--- src/rtl/munoc_moi_arb_pkg.sv ---
// Shared widths and round-robin helper for the MOI request arbiter.
// Default sizes here match the default parameters of munoc_moi_request_arbiter.
package munoc_moi_arb_pkg;

   localparam int unsigned NUM_REQ_DEF         = 4;
   localparam int unsigned MAX_OUTSTANDING_DEF = 4;
   localparam int unsigned BW_REQ_IDX          = $clog2(NUM_REQ_DEF);
   localparam int unsigned BW_OUTSTANDING      = $clog2(MAX_OUTSTANDING_DEF) + 1;
   localparam int unsigned BW_PTR_MAX          = 3;

   // Pointer to the requester after idx, wrapping at num (num <= 8).
   function automatic logic [BW_PTR_MAX-1:0] rr_next_ptr(input logic [BW_PTR_MAX-1:0] idx,
                                                         input int unsigned num);
      if (32'(idx) + 32'd1 >= num) return '0;
      return idx + 3'd1;
   endfunction

endpackage

--- src/rtl/munoc_moi_order_fifo.sv ---
// In-order FIFO of requester indices for reads still awaiting a response.
module munoc_moi_order_fifo
#(
   parameter int unsigned WIDTH = 2,
   parameter int unsigned DEPTH = 4
) (
   input  logic                     clk,
   input  logic                     rstnn,
   input  logic                     push,
   input  logic [WIDTH-1:0]         push_data,
   input  logic                     pop,
   output logic [WIDTH-1:0]         head,
   output logic                     full,
   output logic                     empty,
   output logic [$clog2(DEPTH):0]   count
);

   localparam int unsigned BW_PTR = $clog2(DEPTH);
   localparam int unsigned BW_CNT = BW_PTR + 1;

   logic [WIDTH-1:0]  mem_q [DEPTH];
   logic [WIDTH-1:0]  mem_d [DEPTH];
   logic [BW_PTR-1:0] wr_ptr_q, wr_ptr_d, rd_ptr_q, rd_ptr_d;
   logic [BW_CNT-1:0] count_q, count_d;
   logic              do_push, do_pop;

   always_comb begin
      full     = (count_q == BW_CNT'(DEPTH));
      empty    = (count_q == '0);
      do_push  = push & ~full;
      do_pop   = pop & ~empty;
      mem_d    = mem_q;
      wr_ptr_d = wr_ptr_q;
      rd_ptr_d = rd_ptr_q;
      if (do_push) begin
         mem_d[wr_ptr_q] = push_data;
         wr_ptr_d        = wr_ptr_q + BW_PTR'(1);
      end
      if (do_pop) rd_ptr_d = rd_ptr_q + BW_PTR'(1);
      count_d  = count_q + BW_CNT'(do_push) - BW_CNT'(do_pop);
      head     = mem_q[rd_ptr_q];
      count    = count_q;
   end

   always_ff @(posedge clk or negedge rstnn) begin
      if (!rstnn) begin
         for (int unsigned i = 0; i < DEPTH; i++) mem_q[i] <= '0;
         wr_ptr_q <= '0;
         rd_ptr_q <= '0;
         count_q  <= '0;
      end else begin
         mem_q    <= mem_d;
         wr_ptr_q <= wr_ptr_d;
         rd_ptr_q <= rd_ptr_d;
         count_q  <= count_d;
      end
   end

endmodule

--- src/rtl/munoc_moi_request_arbiter.sv ---
// Shares one MOI master port among NUM_REQ requesters; read responses routed back in order.
// Define MUNOC_MOI_ARB_PRIORITY_EN to give requester 0 fixed highest priority.
module munoc_moi_request_arbiter
   import munoc_moi_arb_pkg::*;
#(
   parameter int unsigned NUM_REQ          = NUM_REQ_DEF,
   parameter int unsigned BW_PLATFORM_ADDR = 32,
   parameter int unsigned BW_NODE_DATA     = 32,
   parameter int unsigned BW_BURDEN_NZ     = 1,
   parameter int unsigned MAX_OUTSTANDING  = MAX_OUTSTANDING_DEF
) (
   input  logic                                     clk,
   input  logic                                     rstnn,
   input  logic [NUM_REQ-1:0]                       sqvalid,
   output logic [2*NUM_REQ-1:0]                     sqdready,
   input  logic [NUM_REQ*BW_PLATFORM_ADDR-1:0]      sqaddr,
   input  logic [NUM_REQ-1:0]                       sqwrite,
   input  logic [NUM_REQ*BW_NODE_DATA-1:0]          sqwdata,
   input  logic [NUM_REQ*((BW_NODE_DATA+7)/8)-1:0]  sqwpermit,
   input  logic [NUM_REQ*BW_BURDEN_NZ-1:0]          sqburden,
   input  logic [2*NUM_REQ-1:0]                     sydready,
   output logic [NUM_REQ-1:0]                       syvalid,
   output logic [BW_NODE_DATA-1:0]                  syrdata,
   output logic [BW_BURDEN_NZ-1:0]                  syburden,
   input  logic [1:0]                               mqdready,
   output logic                                     mqvalid,
   output logic [BW_PLATFORM_ADDR-1:0]              mqaddr,
   output logic                                     mqwrite,
   output logic [BW_NODE_DATA-1:0]                  mqwdata,
   output logic [((BW_NODE_DATA+7)/8)-1:0]          mqwpermit,
   output logic [BW_BURDEN_NZ-1:0]                  mqburden,
   output logic [1:0]                               mydready,
   input  logic                                     myvalid,
   input  logic [BW_NODE_DATA-1:0]                  myrdata,
   input  logic [BW_BURDEN_NZ-1:0]                  myburden,
   output logic [$clog2(MAX_OUTSTANDING):0]         outstanding
);

   localparam int unsigned BW_PERMIT = (BW_NODE_DATA + 7) / 8;
   localparam int unsigned BW_IDX    = $clog2(NUM_REQ);
`ifdef MUNOC_MOI_ARB_PRIORITY_EN
   localparam logic [NUM_REQ-1:0] RR_MASK = ~NUM_REQ'(1);
`else
   localparam logic [NUM_REQ-1:0] RR_MASK = '1;
`endif

   logic [BW_IDX-1:0]  ptr_q, ptr_d, hold_idx_q, hold_idx_d, win, cand_idx, head;
   logic               hold_q, hold_d, found, req_xfer, rsp_xfer, push, full, empty;
   logic [NUM_REQ-1:0] elig;
   int unsigned        cand;

   // Requesters that may be granted now: writers always, readers only with FIFO room.
   always_comb begin
      elig     = sqvalid & (sqwrite | {NUM_REQ{~full}});
      win      = hold_idx_q;
      found    = hold_q;
      cand     = 0;
      cand_idx = '0;
      if (!hold_q) begin
`ifdef MUNOC_MOI_ARB_PRIORITY_EN
         if (elig[0]) begin
            win   = '0;
            found = 1'b1;
         end
`endif
         for (int unsigned k = 0; k < NUM_REQ; k++) begin
            cand = ptr_q + k;
            if (cand >= NUM_REQ) cand = cand - NUM_REQ;
            cand_idx = BW_IDX'(cand);
            if (!found && elig[cand_idx] && RR_MASK[cand_idx]) begin
               win   = cand_idx;
               found = 1'b1;
            end
         end
      end

      mqvalid   = 1'b0;
      mqaddr    = '0;
      mqwrite   = 1'b0;
      mqwdata   = '0;
      mqwpermit = '0;
      mqburden  = '0;
      sqdready  = '0;
      for (int unsigned i = 0; i < NUM_REQ; i++) begin
         if (win == BW_IDX'(i)) begin
            mqvalid   = found & sqvalid[i];
            mqaddr    = sqaddr[i*BW_PLATFORM_ADDR +: BW_PLATFORM_ADDR];
            mqwrite   = sqwrite[i];
            mqwdata   = sqwdata[i*BW_NODE_DATA +: BW_NODE_DATA];
            mqwpermit = sqwpermit[i*BW_PERMIT +: BW_PERMIT];
            mqburden  = sqburden[i*BW_BURDEN_NZ +: BW_BURDEN_NZ];
            sqdready[2*i +: 2] = found ? mqdready : 2'b00;
         end
      end

      req_xfer   = mqvalid & mqdready[0];
      push       = req_xfer & ~mqwrite;
      hold_d     = mqvalid & ~mqdready[0];
      hold_idx_d = win;
      ptr_d      = ptr_q;
`ifdef MUNOC_MOI_ARB_PRIORITY_EN
      if (req_xfer && (win != '0)) ptr_d = BW_IDX'(rr_next_ptr(3'(win), NUM_REQ));
`else
      if (req_xfer) ptr_d = BW_IDX'(rr_next_ptr(3'(win), NUM_REQ));
`endif
   end

   // Response routing to the requester at the FIFO head.
   always_comb begin
      syvalid  = '0;
      mydready = 2'b00;
      syrdata  = myrdata;
      syburden = myburden;
      if (!empty) begin
         for (int unsigned i = 0; i < NUM_REQ; i++) begin
            if (head == BW_IDX'(i)) begin
               syvalid[i] = myvalid;
               mydready   = sydready[2*i +: 2];
            end
         end
      end
      rsp_xfer = myvalid & mydready[0];
   end

   always_ff @(posedge clk or negedge rstnn) begin
      if (!rstnn) begin
         ptr_q      <= '0;
         hold_q     <= 1'b0;
         hold_idx_q <= '0;
      end else begin
         ptr_q      <= ptr_d;
         hold_q     <= hold_d;
         hold_idx_q <= hold_idx_d;
      end
   end

   munoc_moi_order_fifo #(
      .WIDTH (BW_IDX),
      .DEPTH (MAX_OUTSTANDING)
   ) u_order_fifo (
      .clk       (clk),
      .rstnn     (rstnn),
      .push      (push),
      .push_data (win),
      .pop       (rsp_xfer),
      .head      (head),
      .full      (full),
      .empty     (empty),
      .count     (outstanding)
   );

`ifndef SYNTHESIS
   always_ff @(posedge clk) begin
      if (rstnn && myvalid && empty)
         $display("munoc_moi_request_arbiter: response with no pending read ignored at %0t", $time);
   end
`endif

endmodule
--- config.mk ---
export PLATFORM = sky130hd
export DESIGN_NAME = munoc_moi_request_arbiter
export DESIGN_NICKNAME = d
export VERILOG_FILES = /design/src/rtl/munoc_moi_arb_pkg.sv /design/src/rtl/munoc_moi_order_fifo.sv /design/src/rtl/munoc_moi_request_arbiter.sv
export SDC_FILE = /design/constraint.sdc
export NUM_CORES = 1
export LEC_CHECK = 0
export CORE_AREA = 2 2 175 177
export DETAILED_ROUTE_END_ITERATION = 7
export DIE_AREA = 0 0 177 179
export DONT_BUFFER_PORTS = 1
export PLACE_DENSITY_LB_ADDON = 0.15
export SYNTH_ARGS = -nofsm -noshare
export SYNTH_HDL_FRONTEND = slang
export SYNTH_SLANG_ARGS = --single-unit
--- constraint.sdc ---
create_clock -name clk -period 6 [get_ports clk]
set_input_delay 1.2 -clock clk [delete_from_list [all_inputs] [get_ports clk]]
set_output_delay 1.2 -clock clk [all_outputs]
set_load 0.03 [all_outputs]
==> results <==
## cell type report
type	instances	area, um2
Fill cell	3513	24950
Inverter	13	48.80
Timing Repair Buffer	101	858.3
Multi-Input combinational cell	606	3100
Sequential cell	20	500.5
Clock buffer	3	75.07
Tap cell	396	495.5
Antenna cell	1	2.502
## synthesized netlist by cell type, types with 3 or more instances
library cell  number
nand2_1          149
a21oi_1          146
nor2_1           142
o21ai_0           71
clkbuf_1          53
buf_4             33
dfrtp_1           20
and3_1            13
inv_1             13
ha_1              10
nor3_1             6
a22oi_1            5
a31oi_1            5
buf_1              5
mux2_2             5
mux4_2             4
nor2b_1            4
xnor2_1            4
nand3_1            3
## cell families (layout without fill, tap and decap cells)
| family | after synthesis | count (layout) |
|---|---|---|
| multiplexers | 9 | 9 |
| AND/OR/NAND/NOR | 334 | 334 |
| other | 0 | 1 |
| flip-flops | 20 | 20 |
| adder cells (fa/ha/maj) | 11 | 11 |
| buffers and inverters | 105 | 117 |
| AO/OA/AOI/OAI | 247 | 247 |
| XOR/XNOR | 5 | 5 |
## sequential cells by signal, summed over array words and instances, names as in the netlist
name	flops
u_order_fifo.count	3
hold_q	1
u_order_fifo.mem_q	8
u_order_fifo.wr_ptr_q	2
ptr_q	2
u_order_fifo.rd_ptr_q	2
hold_idx_q	2
## through the flow
step / setup slack (ps) / utilization, % / cells / cell area [um2] / hold slack, ps
finish: 380.9 / 16.92 / 1140 / 5081 / 501.5
global route: 100.6 / 16.92 / 1140 / 5081 / 526.3
CTS: 372.6 / 16.91 / 1139 / 5079 / 505.6
detailed placement: 382.8 / 16.66 / 1136 / 5004 / 492.3
global placement: 394.3 / 16.66 / 1136 / 5004 / 492.9
floorplan: 49.98 / - / 731 / 4080 / 473.8
## per-layer routing
layer	wire length, um	global-route usage, %
met1	7794	12.99
met4	278	2.548
met5	0	0
met3	1451	1.548
met2	10230	20.27
## worst max-delay path by stage
stage	from	to	slack (ps)	cells past startpoint
CTS	sqwrite[1]	mqwdata[3]	370	15
global placement	sqwrite[3]	mqaddr[2]	390	15
detailed placement	sqwrite[1]	mqwdata[3]	380	15
finish	sqwrite[3]	mqaddr[2]	380	15
floorplan	sqwrite[3]	mqaddr[13]	50	16
global route	sqwrite[0]	mqwdata[3]	100	15
## critical path, stage by stage
cell	delay, ps
or4b_4	540
and2_4	190
a2111o_1	420
a21o_2	220
nand3_2	140
and3_1	250
ha_2	270
buf_12	230
nand2_1	80
nor2_1	80
a21oi_1	50
nor2_1	100
a21oi_1	50
o21ai_0	320
buf_4	240
==> metrics.cfg <==
[die]
coreArea_um2=30030
dieArea_um2=31680
rows=64
io_pins=451
die_width_um=177
die_y_um=179
start_util_pct=13.59

[critical_path]
critPathRequiredTime_ps=4800
cp_max_fo=41
rr_endpoint=u_order_fifo.count[1]
crit_type=in -> out
r2r_start=u_order_fifo.count[0]
crit_arrival_ps=4420
start_kind=input pin
reg2reg_depth=14
r2r_slack_ps=1420
crit_path_end_kind=output pin

[synthesis]
avgSynthCellArea_um2=5.582
synth.distinct_cells=52
synth.net_count=1072
synth_top_family_by_area=simple AND/OR/NAND/NOR gates
synth.yosys.warnings=0
synth_edf_count=0
yosysTopAreaCell=a21oi_1
synth_fa_ha_area_share_pct=3.557
synthArstFlopShare_pct=100.0
synth_xor_area_share_pct=1.073
syn_inst=731
ys_ff_latch=20
synth_compound_area_share_pct=32.90
synth_area_leaders=a21oi_1 18%, nand2_1 14%, nor2_1 13%
synth_top_area_share_pct=17.91
yosysSeqAreaShare_pct=12.27
synth_area_um2=4080
synthMuxAreaShare_pct=3.588
synth_flop_cell=dfrtp_1
synth_simple_gate_area_share_pct=33.89

[flow_run]
cap_violations=0

[routing]
ant_nets=0
wl_per_cell_um=17.33
initialDrtViolationCount=262
drc=0
dr_total_vias=4957
vias_per_cell=4.348
drt-total-wl_mm=19.76
firstDrtPassIters=4

[clock_network]
hold_buffers=0
cts.sinks=20
cts_tree=done
cts_inserted_buffers=3
cts_setup_buffers=0
cts_max_level=1
cts-root-buf=clkbuf_16
cts.repair.resized=0
clock_latency_ps=250
clk_pin_slew_ps=60
clock_path_buffers=2

[finish]
drive_gt1_share_pct=16.69
final_common_cell=nand2_1
layout_common_cells=149 x nand2_1, 146 x a21oi_1, 142 x nor2_1, 93 x buf_4, 70 x o21ai_0
syn2layout_area_growth_pct=24.53
finalNetCount=1086

[outcome]
outcome=completed

[grt]
antenna_found_initial=1
grt_usage_pct=10.85
grt_max_degree=59
grt_overflow=0
grt_pass1_wl_mm=26.15
grt_pass1_vias=4472

[sta]
max_freq_mhz=178.0
period_needed_ps=5619
min_period_over_period_pct=93.65
finalHoldViolCount=0
report.final.slew_viol_count=0
setup_violations=0
fin_skew_ps=1.236
tns_ps=0
worst_pin_slew_ps=916.9
max-slew-margin-rel_pct=38.40
rsz0062_at_grt=no

[placed_design]
portBuffers=0
dp_hpwl_mm=16.31
place_congestion=0.7570

[hold_path]
hold-path-cell-count=1
hold_end=u_order_fifo.mem_q[3]
hp-start=u_order_fifo.mem_q[3]
min-delay-path-class=reg -> reg

Power of run 1 is not shown: default switching activity piles up to over one toggle a cycle in this logic, so the estimate is an artifact.
